## src/rtl/dkongjr_col_mix_if.sv

```systemverilog
// Pixel, palette-bank and palette-download signals of the colour mixer.
// Master drives the pixel/config inputs; slave (the mixer) drives RGB out.
interface dkongjr_col_mix_if;
    logic       I_H_CNT0;
    logic       I_CMPBLK;
    logic [1:0] I_VID;
    logic [3:0] I_COL;
    logic [5:0] I_OBJ;
    logic       I_CBNK_WE;
    logic       I_CBNK_A;
    logic       I_CBNK_D;
    logic       I_CNF_EN;
    logic [8:0] I_CNF_A;
    logic [3:0] I_CNF_D;
    logic       I_CNF_WE;
    logic [2:0] O_R;
    logic [2:0] O_G;
    logic [1:0] O_B;
    logic       O_BLANK;

    modport master (
        output I_H_CNT0, I_CMPBLK, I_VID, I_COL, I_OBJ,
        output I_CBNK_WE, I_CBNK_A, I_CBNK_D,
        output I_CNF_EN, I_CNF_A, I_CNF_D, I_CNF_WE,
        input  O_R, O_G, O_B, O_BLANK
    );

    modport slave (
        input  I_H_CNT0, I_CMPBLK, I_VID, I_COL, I_OBJ,
        input  I_CBNK_WE, I_CBNK_A, I_CBNK_D,
        input  I_CNF_EN, I_CNF_A, I_CNF_D, I_CNF_WE,
        output O_R, O_G, O_B, O_BLANK
    );
endinterface

```

## src/rtl/dkongjr_col_mix.sv

```systemverilog
// Donkey Kong Jr final colour stage: sprite/background priority,
// banked 256-entry palette lookup, blanking and registered RGB.
module dkongjr_col_mix (
    input  logic             CLK_12M,
    input  logic             I_RESETn,
    dkongjr_col_mix_if.slave bus
);
    logic       h0_d;
    logic       pix_ce;
    logic [1:0] cbnk;
    logic [7:0] idx;
    logic [7:0] idx_nxt;
    logic       blk_a;
    logic [3:0] pal_hi [256];
    logic [3:0] pal_lo [256];
    logic [3:0] hi_q;
    logic [3:0] lo_q;
    logic [2:0] r_nxt;
    logic [2:0] g_nxt;
    logic [1:0] b_nxt;

    assign pix_ce = bus.I_H_CNT0 & ~h0_d;

    always_ff @(posedge CLK_12M or negedge I_RESETn) begin
        if (!I_RESETn) begin
            h0_d <= 1'b0;
        end else begin
            h0_d <= bus.I_H_CNT0;
        end
    end

    always_ff @(posedge CLK_12M or negedge I_RESETn) begin
        if (!I_RESETn) begin
            cbnk <= 2'b00;
        end else if (bus.I_CBNK_WE) begin
            cbnk[bus.I_CBNK_A] <= bus.I_CBNK_D;
        end
    end

    // A non-transparent sprite pixel overrides the background.
    always_comb begin
        idx_nxt = {cbnk, bus.I_COL, bus.I_VID};
        if (bus.I_OBJ[1:0] != 2'b00) begin
            idx_nxt = {cbnk, bus.I_OBJ};
        end
    end

    always_ff @(posedge CLK_12M or negedge I_RESETn) begin
        if (!I_RESETn) begin
            idx   <= 8'h00;
            blk_a <= 1'b1;
        end else if (pix_ce) begin
            idx   <= idx_nxt;
            blk_a <= bus.I_CMPBLK | bus.I_CNF_EN;
        end
    end

    // Palette survives reset; same-entry write/read yields the old word.
    always_ff @(posedge CLK_12M) begin
        if (bus.I_CNF_EN && bus.I_CNF_WE) begin
            if (bus.I_CNF_A[8]) begin
                pal_hi[bus.I_CNF_A[7:0]] <= bus.I_CNF_D;
            end else begin
                pal_lo[bus.I_CNF_A[7:0]] <= bus.I_CNF_D;
            end
        end
        hi_q <= pal_hi[idx];
        lo_q <= pal_lo[idx];
    end

    // PROM words are stored inverted.
    always_comb begin
        r_nxt = 3'd0;
        g_nxt = 3'd0;
        b_nxt = 2'd0;
        if (!blk_a) begin
            r_nxt = ~hi_q[3:1];
            g_nxt = ~{hi_q[0], lo_q[3:2]};
            b_nxt = ~lo_q[1:0];
        end
    end

    always_ff @(posedge CLK_12M or negedge I_RESETn) begin
        if (!I_RESETn) begin
            bus.O_R     <= 3'd0;
            bus.O_G     <= 3'd0;
            bus.O_B     <= 2'd0;
            bus.O_BLANK <= 1'b1;
        end else if (pix_ce) begin
            bus.O_R     <= r_nxt;
            bus.O_G     <= g_nxt;
            bus.O_B     <= b_nxt;
            bus.O_BLANK <= blk_a;
        end
    end
endmodule

```

## src/flat_wrapper.sv

```systemverilog
// flat-port wrapper written by rule: the top's interface ports become plain ports
module dkongjr_col_mix_flat 
  (CLK_12M, I_RESETn, bus_I_H_CNT0, bus_I_CMPBLK, bus_I_VID, bus_I_COL, bus_I_OBJ, bus_I_CBNK_WE, bus_I_CBNK_A, bus_I_CBNK_D, bus_I_CNF_EN, bus_I_CNF_A, bus_I_CNF_D, bus_I_CNF_WE, bus_O_R, bus_O_G, bus_O_B, bus_O_BLANK);
  dkongjr_col_mix_if bus_i ();
  input  logic CLK_12M;
  input  logic I_RESETn;
  input wire logic [$bits(bus_i.I_H_CNT0)-1:0] bus_I_H_CNT0;
  input wire logic [$bits(bus_i.I_CMPBLK)-1:0] bus_I_CMPBLK;
  input wire logic [$bits(bus_i.I_VID)-1:0] bus_I_VID;
  input wire logic [$bits(bus_i.I_COL)-1:0] bus_I_COL;
  input wire logic [$bits(bus_i.I_OBJ)-1:0] bus_I_OBJ;
  input wire logic [$bits(bus_i.I_CBNK_WE)-1:0] bus_I_CBNK_WE;
  input wire logic [$bits(bus_i.I_CBNK_A)-1:0] bus_I_CBNK_A;
  input wire logic [$bits(bus_i.I_CBNK_D)-1:0] bus_I_CBNK_D;
  input wire logic [$bits(bus_i.I_CNF_EN)-1:0] bus_I_CNF_EN;
  input wire logic [$bits(bus_i.I_CNF_A)-1:0] bus_I_CNF_A;
  input wire logic [$bits(bus_i.I_CNF_D)-1:0] bus_I_CNF_D;
  input wire logic [$bits(bus_i.I_CNF_WE)-1:0] bus_I_CNF_WE;
  output wire logic [$bits(bus_i.O_R)-1:0] bus_O_R;
  output wire logic [$bits(bus_i.O_G)-1:0] bus_O_G;
  output wire logic [$bits(bus_i.O_B)-1:0] bus_O_B;
  output wire logic [$bits(bus_i.O_BLANK)-1:0] bus_O_BLANK;
  assign bus_i.I_H_CNT0 = bus_I_H_CNT0;
  assign bus_i.I_CMPBLK = bus_I_CMPBLK;
  assign bus_i.I_VID = bus_I_VID;
  assign bus_i.I_COL = bus_I_COL;
  assign bus_i.I_OBJ = bus_I_OBJ;
  assign bus_i.I_CBNK_WE = bus_I_CBNK_WE;
  assign bus_i.I_CBNK_A = bus_I_CBNK_A;
  assign bus_i.I_CBNK_D = bus_I_CBNK_D;
  assign bus_i.I_CNF_EN = bus_I_CNF_EN;
  assign bus_i.I_CNF_A = bus_I_CNF_A;
  assign bus_i.I_CNF_D = bus_I_CNF_D;
  assign bus_i.I_CNF_WE = bus_I_CNF_WE;
  assign bus_O_R = bus_i.O_R;
  assign bus_O_G = bus_i.O_G;
  assign bus_O_B = bus_i.O_B;
  assign bus_O_BLANK = bus_i.O_BLANK;
  dkongjr_col_mix u_core (.CLK_12M(CLK_12M), .I_RESETn(I_RESETn), .bus(bus_i));
endmodule
```

## config.mk

```make
export PLATFORM = sky130hd
export DESIGN_NAME = dkongjr_col_mix_flat
export DESIGN_NICKNAME = d
export VERILOG_FILES = /design/src/rtl/dkongjr_col_mix_if.sv /design/src/rtl/dkongjr_col_mix.sv /design/src/flat_wrapper.sv
export SDC_FILE = /design/constraint.sdc
export NUM_CORES = 2
export LEC_CHECK = 0
export BUFFER_PORTS_ARGS = -buffer_cell sky130_fd_sc_hd__clkbuf_2
export CAP_MARGIN = 20
export CELL_PAD_IN_SITES_DETAIL_PLACEMENT = 0
export CELL_PAD_IN_SITES_GLOBAL_PLACEMENT = 1
export CORE_MARGIN = 8
export CORE_UTILIZATION = 40
export CTS_CLUSTER_DIAMETER = 120
export DETAILED_ROUTE_END_ITERATION = 10
export PLACE_DENSITY = 0.63
export SYNTH_ARGS = -nofsm -noshare
export SYNTH_HDL_FRONTEND = slang
export SYNTH_SLANG_ARGS = --single-unit
```

## constraint.sdc

```tcl
create_clock -name CLK_12M -period 1.97 [get_ports CLK_12M]
set_input_delay 0.2955 -clock CLK_12M [delete_from_list [all_inputs] [get_ports CLK_12M]]
set_output_delay 0.2955 -clock CLK_12M [all_outputs]
set_load 0.02 [all_outputs]
```

==> results.md <==
* Clk buf depth at 3
* Worst EP arrival at about 3500 ps
* Inst Count DP at roughly 7700
* Initial core utilization at between 40% and 50%
* Crit. Startpoint: u_core.idx[0]$_DFFE_PN0P_
* Antenna-violating nets left at 0
* Main synth FF type: edfxtp_1
* PortBufs at 42
* Final hold viol count at 0
* Violated checks: setup timing
* P_leak at 0.0344 uW
* GP Congestion at 0.843
* DR pass1 iterations at 7
* Pwr/cell area at approximately 1000 mW/mm^2
* Initial antenna violation count at 3
* GRT Total Usage at between 10% and 20%
* Max VDD drop at ~0.94 mV
* Slack of the critical path at -839 ps
* WHS at 88.3 ps
* Syn_area_per_cell at approximately 19 um^2
* Most common cell after layout, fill and taps aside: edfxtp_1
* Worst Path Max Fanout at 7
* Root Driver: clkbuf_16
* Register area share after synthesis at 76.1%
* Type of the worst min-delay path: in2async
* Unrepaired setup endpoints after global routing: true
* Most frequent cells in the layout: 2048 x edfxtp_1, 869 x buf_4, 501 x nor2_1, 416 x mux4_2, 217 x clkbuf_16
* CP endpoint kind: flop
* EDFF count, synth at 2048
* Vias per inst at 5.40
* Worst EP required at ~2700 ps
* Tmin final at 2810 ps
* Relative slew slack at between 50% and 60%
* Status: finished, violations left
* Layout Cells excl Fill at between 8000 and 9000
* Slew Limit Fails at 0
* DIE HEIGHT at 468 um
* Critical path class: reg2reg
* Layout cells sized above 1 at 39.2%
* Total congestion overflow at 0
* Routed WL at about 220000 um
* Fmax at about 360 MHz
* Power, Total at a little over 100000 uW
* Post-DP HPWL at 145000 um
* Iter 0 DRT Violations at 4153
* Max-Cap Viols at 0
* Vias in the first global route at approximately 46000
* Clock Skews at between 40 and 50 ps
* Slew @ Worst Pin at between 700 and 800 ps
* Setup violators final at 9
* Synthesized area at around 0.082 mm^2
* Maximum number of pins on one net before global-route repair at about 100
* Die Area at around 0.22 mm^2
* H-tree depth at 4
* Worst R2R Start: u_core.idx[0]$_DFFE_PN0P_
* Synth warnings at 0
* Global-route wire length before repair at approximately 320000 um
* TritonCTS sink count at a little over 2000
* Post-synthesis async set-or-reset flop share at roughly 1%
* Post-DR wirelength/cell at between 20 and 30 um
* CTS tree: built
* CTS buffer count at 209
* Total number of vias at around 44000
* Net count, final at ~5300
* Row Count at between 150 and 200
* Clk slew on worst S/H paths at around 70 ps
* Crit start category: flop
* Syn_nets at about 4200
* Top Ports at 43
* Clk_lat worst skew at roughly 850 ps
* P&R area growth vs syn at 26.2%
* Cells after synthesis at around 4200
* Fillers at 16434
* Core area at slightly above 0.2 mm^2
* Register bit total from synthesis at just over 2000
* # DRC at 0
* Die Wd at 468 um
* Tcrit/Tclk final at 143%
* Count of cell types in the netlist at a little over 60
-- stage by stage --
stage | TNS (ps) | worst slack (ps) | cell area [um^2] | utilization (%)
final | -6420 | -839 | 103000 | 50.6
after CTS | -7370 | -937 | 102000 | 50.2
after detailed placement | -73170 | -1510 | 93600 | 45.9
after global routing | -6790 | -870 | 103000 | 50.6
after floorplan | -2720 | -150 | 82000 | -
after global placement | -63240 | -1440 | 93600 | 45.9
-- final timing paths --
kind / slack, ps / endpoint / depth (start not counted)
min reg2reg: 410 / u_core.bus.O_R[0]$_DFFE_PN0P_ / 1
min in group CLK_12M: 160 / u_core.h0_d$_DFF_PN0_ / 2
max: -840 / u_core.hi_q[0]$_DFF_P_ / 11
max in group asynchronous: 1310 / u_core.idx[1]$_DFFE_PN0P_ / 2
max reg2reg: -840 / u_core.hi_q[0]$_DFF_P_ / 11
min: 90 / u_core.bus.O_R[1]$_DFFE_PN0P_ / 2
-- metal layers --
| layer | wire length [um] | GRT usage (%) | vias to the layer above |
|---|---|---|---|
| met5 | 0 | 0 | - |
| met4 | 5940 | 5.74 | 0 |
| met3 | 11100 | 2.57 | 281 |
| met2 | 112000 | 34.0 | 1379 |
| met1 | 93100 | 27.0 | 23078 |
| li1 | - | - | 19375 |
-- cells by family after synthesis --
family,after synthesis,share of synthesized area (%)
multiplexers,618,14.0
AO/OA/AOI/OAI,457,3.91
AND/OR/NAND/NOR,770,3.88
flip-flops,2077,76.1
buffers and inverters,288,2.12
-- registers in the layout, summed over array words and instances (netlist names) --
register,cells
u_core.hi_q,4
u_core.pal_hi,1024
u_core.lo_q,4
u_core.bus.O_R,3
u_core.blk_a,1
u_core.pal_lo,1024
u_core.cbnk,2
u_core.bus.O_BLANK,1
u_core.bus.O_G,3
u_core.idx,8
u_core.h0_d,1
u_core.bus.O_B,2
-- cells in the mapped netlist (3+ instances only) --
library cell / instances / area share (%)
a211oi_1: 26 / 0.24
a21oi_1: 95 / 0.58
a221oi_1: 13 / 0.14
a221oi_2: 3 / 0.055
a22o_1: 28 / 0.30
a22oi_1: 128 / 1.2
a311oi_1: 3 / 0.032
a32o_1: 3 / 0.037
buf_1: 8 / 0.037
buf_12: 4 / 0.098
buf_2: 66 / 0.40
buf_4: 25 / 0.23
buf_6: 32 / 0.44
buf_8: 15 / 0.28
clkbuf_1: 133 / 0.61
dfrtp_1: 19 / 0.58
dfxtp_1: 8 / 0.20
edfxtp_1: 2048 / 75
inv_1: 4 / 0.018
mux2_2: 44 / 0.61
mux2i_1: 157 / 1.9
mux4_2: 415 / 11
nand2_1: 81 / 0.37
nand2b_1: 10 / 0.077
nand3_1: 25 / 0.15
nor2_1: 558 / 2.6
nor2b_1: 19 / 0.15
nor3_1: 29 / 0.18
nor4_1: 24 / 0.18
o211ai_1: 3 / 0.028
o21ai_0: 40 / 0.24
o221ai_1: 37 / 0.40
o22ai_1: 43 / 0.33
o31ai_1: 14 / 0.13
o41ai_1: 6 / 0.064
or2_2: 9 / 0.069
-- power by group --
| part | total, uW | internal (uW) | switching (uW) |
|---|---|---|---|
| Sequential | 49000 | 48700 | 271 |
| Clock | 39200 | 22500 | 16800 |
| Combinational | 14400 | 6770 | 7650 |
| Total | 103000 | 78000 | 24700 |
-- critical path, stage by stage (launching register included) --
cell     delay (ps)
dfrtp_4         510
buf_12          150
buf_6           110
buf_12          120
buf_16          140
buf_16          150
mux4_2          440
a22oi_2         220
a21oi_2         100
nor4_4          490
buf_4           220
nor4_2           40
-- area by class of cell --
| cell class | instances | area (um^2) | area share [%] |
|---|---|---|---|
| Sequential cell | 2077 | 62200 | 60.3 |
| Multi-Input combinational cell | 1845 | 19200 | 18.6 |
| Timing Repair Buffer | 1167 | 11600 | 11.2 |
| Clock buffer | 267 | 5550 | 5.38 |
| Tap cell | 2688 | 3360 | 3.26 |
| Clock inverter | 122 | 1270 | 1.23 |
| Inverter | 5 | 18.8 | 0.0182 |
| Antenna cell | 1 | 2.50 | 0.00243 |
-- timing repair --
action | in CTS | in global routing
endpoints found under the hold margin | 193 | 0
setup buffers | 62 | 25
resized for setup | 150 | 127
pin swaps | 39 | 48
endpoints found under the setup margin | 9 | 9
cloned | 10 | 5
hold buffers | 24 | 0
No activity file was read; power rests on OpenSTA's default activity.
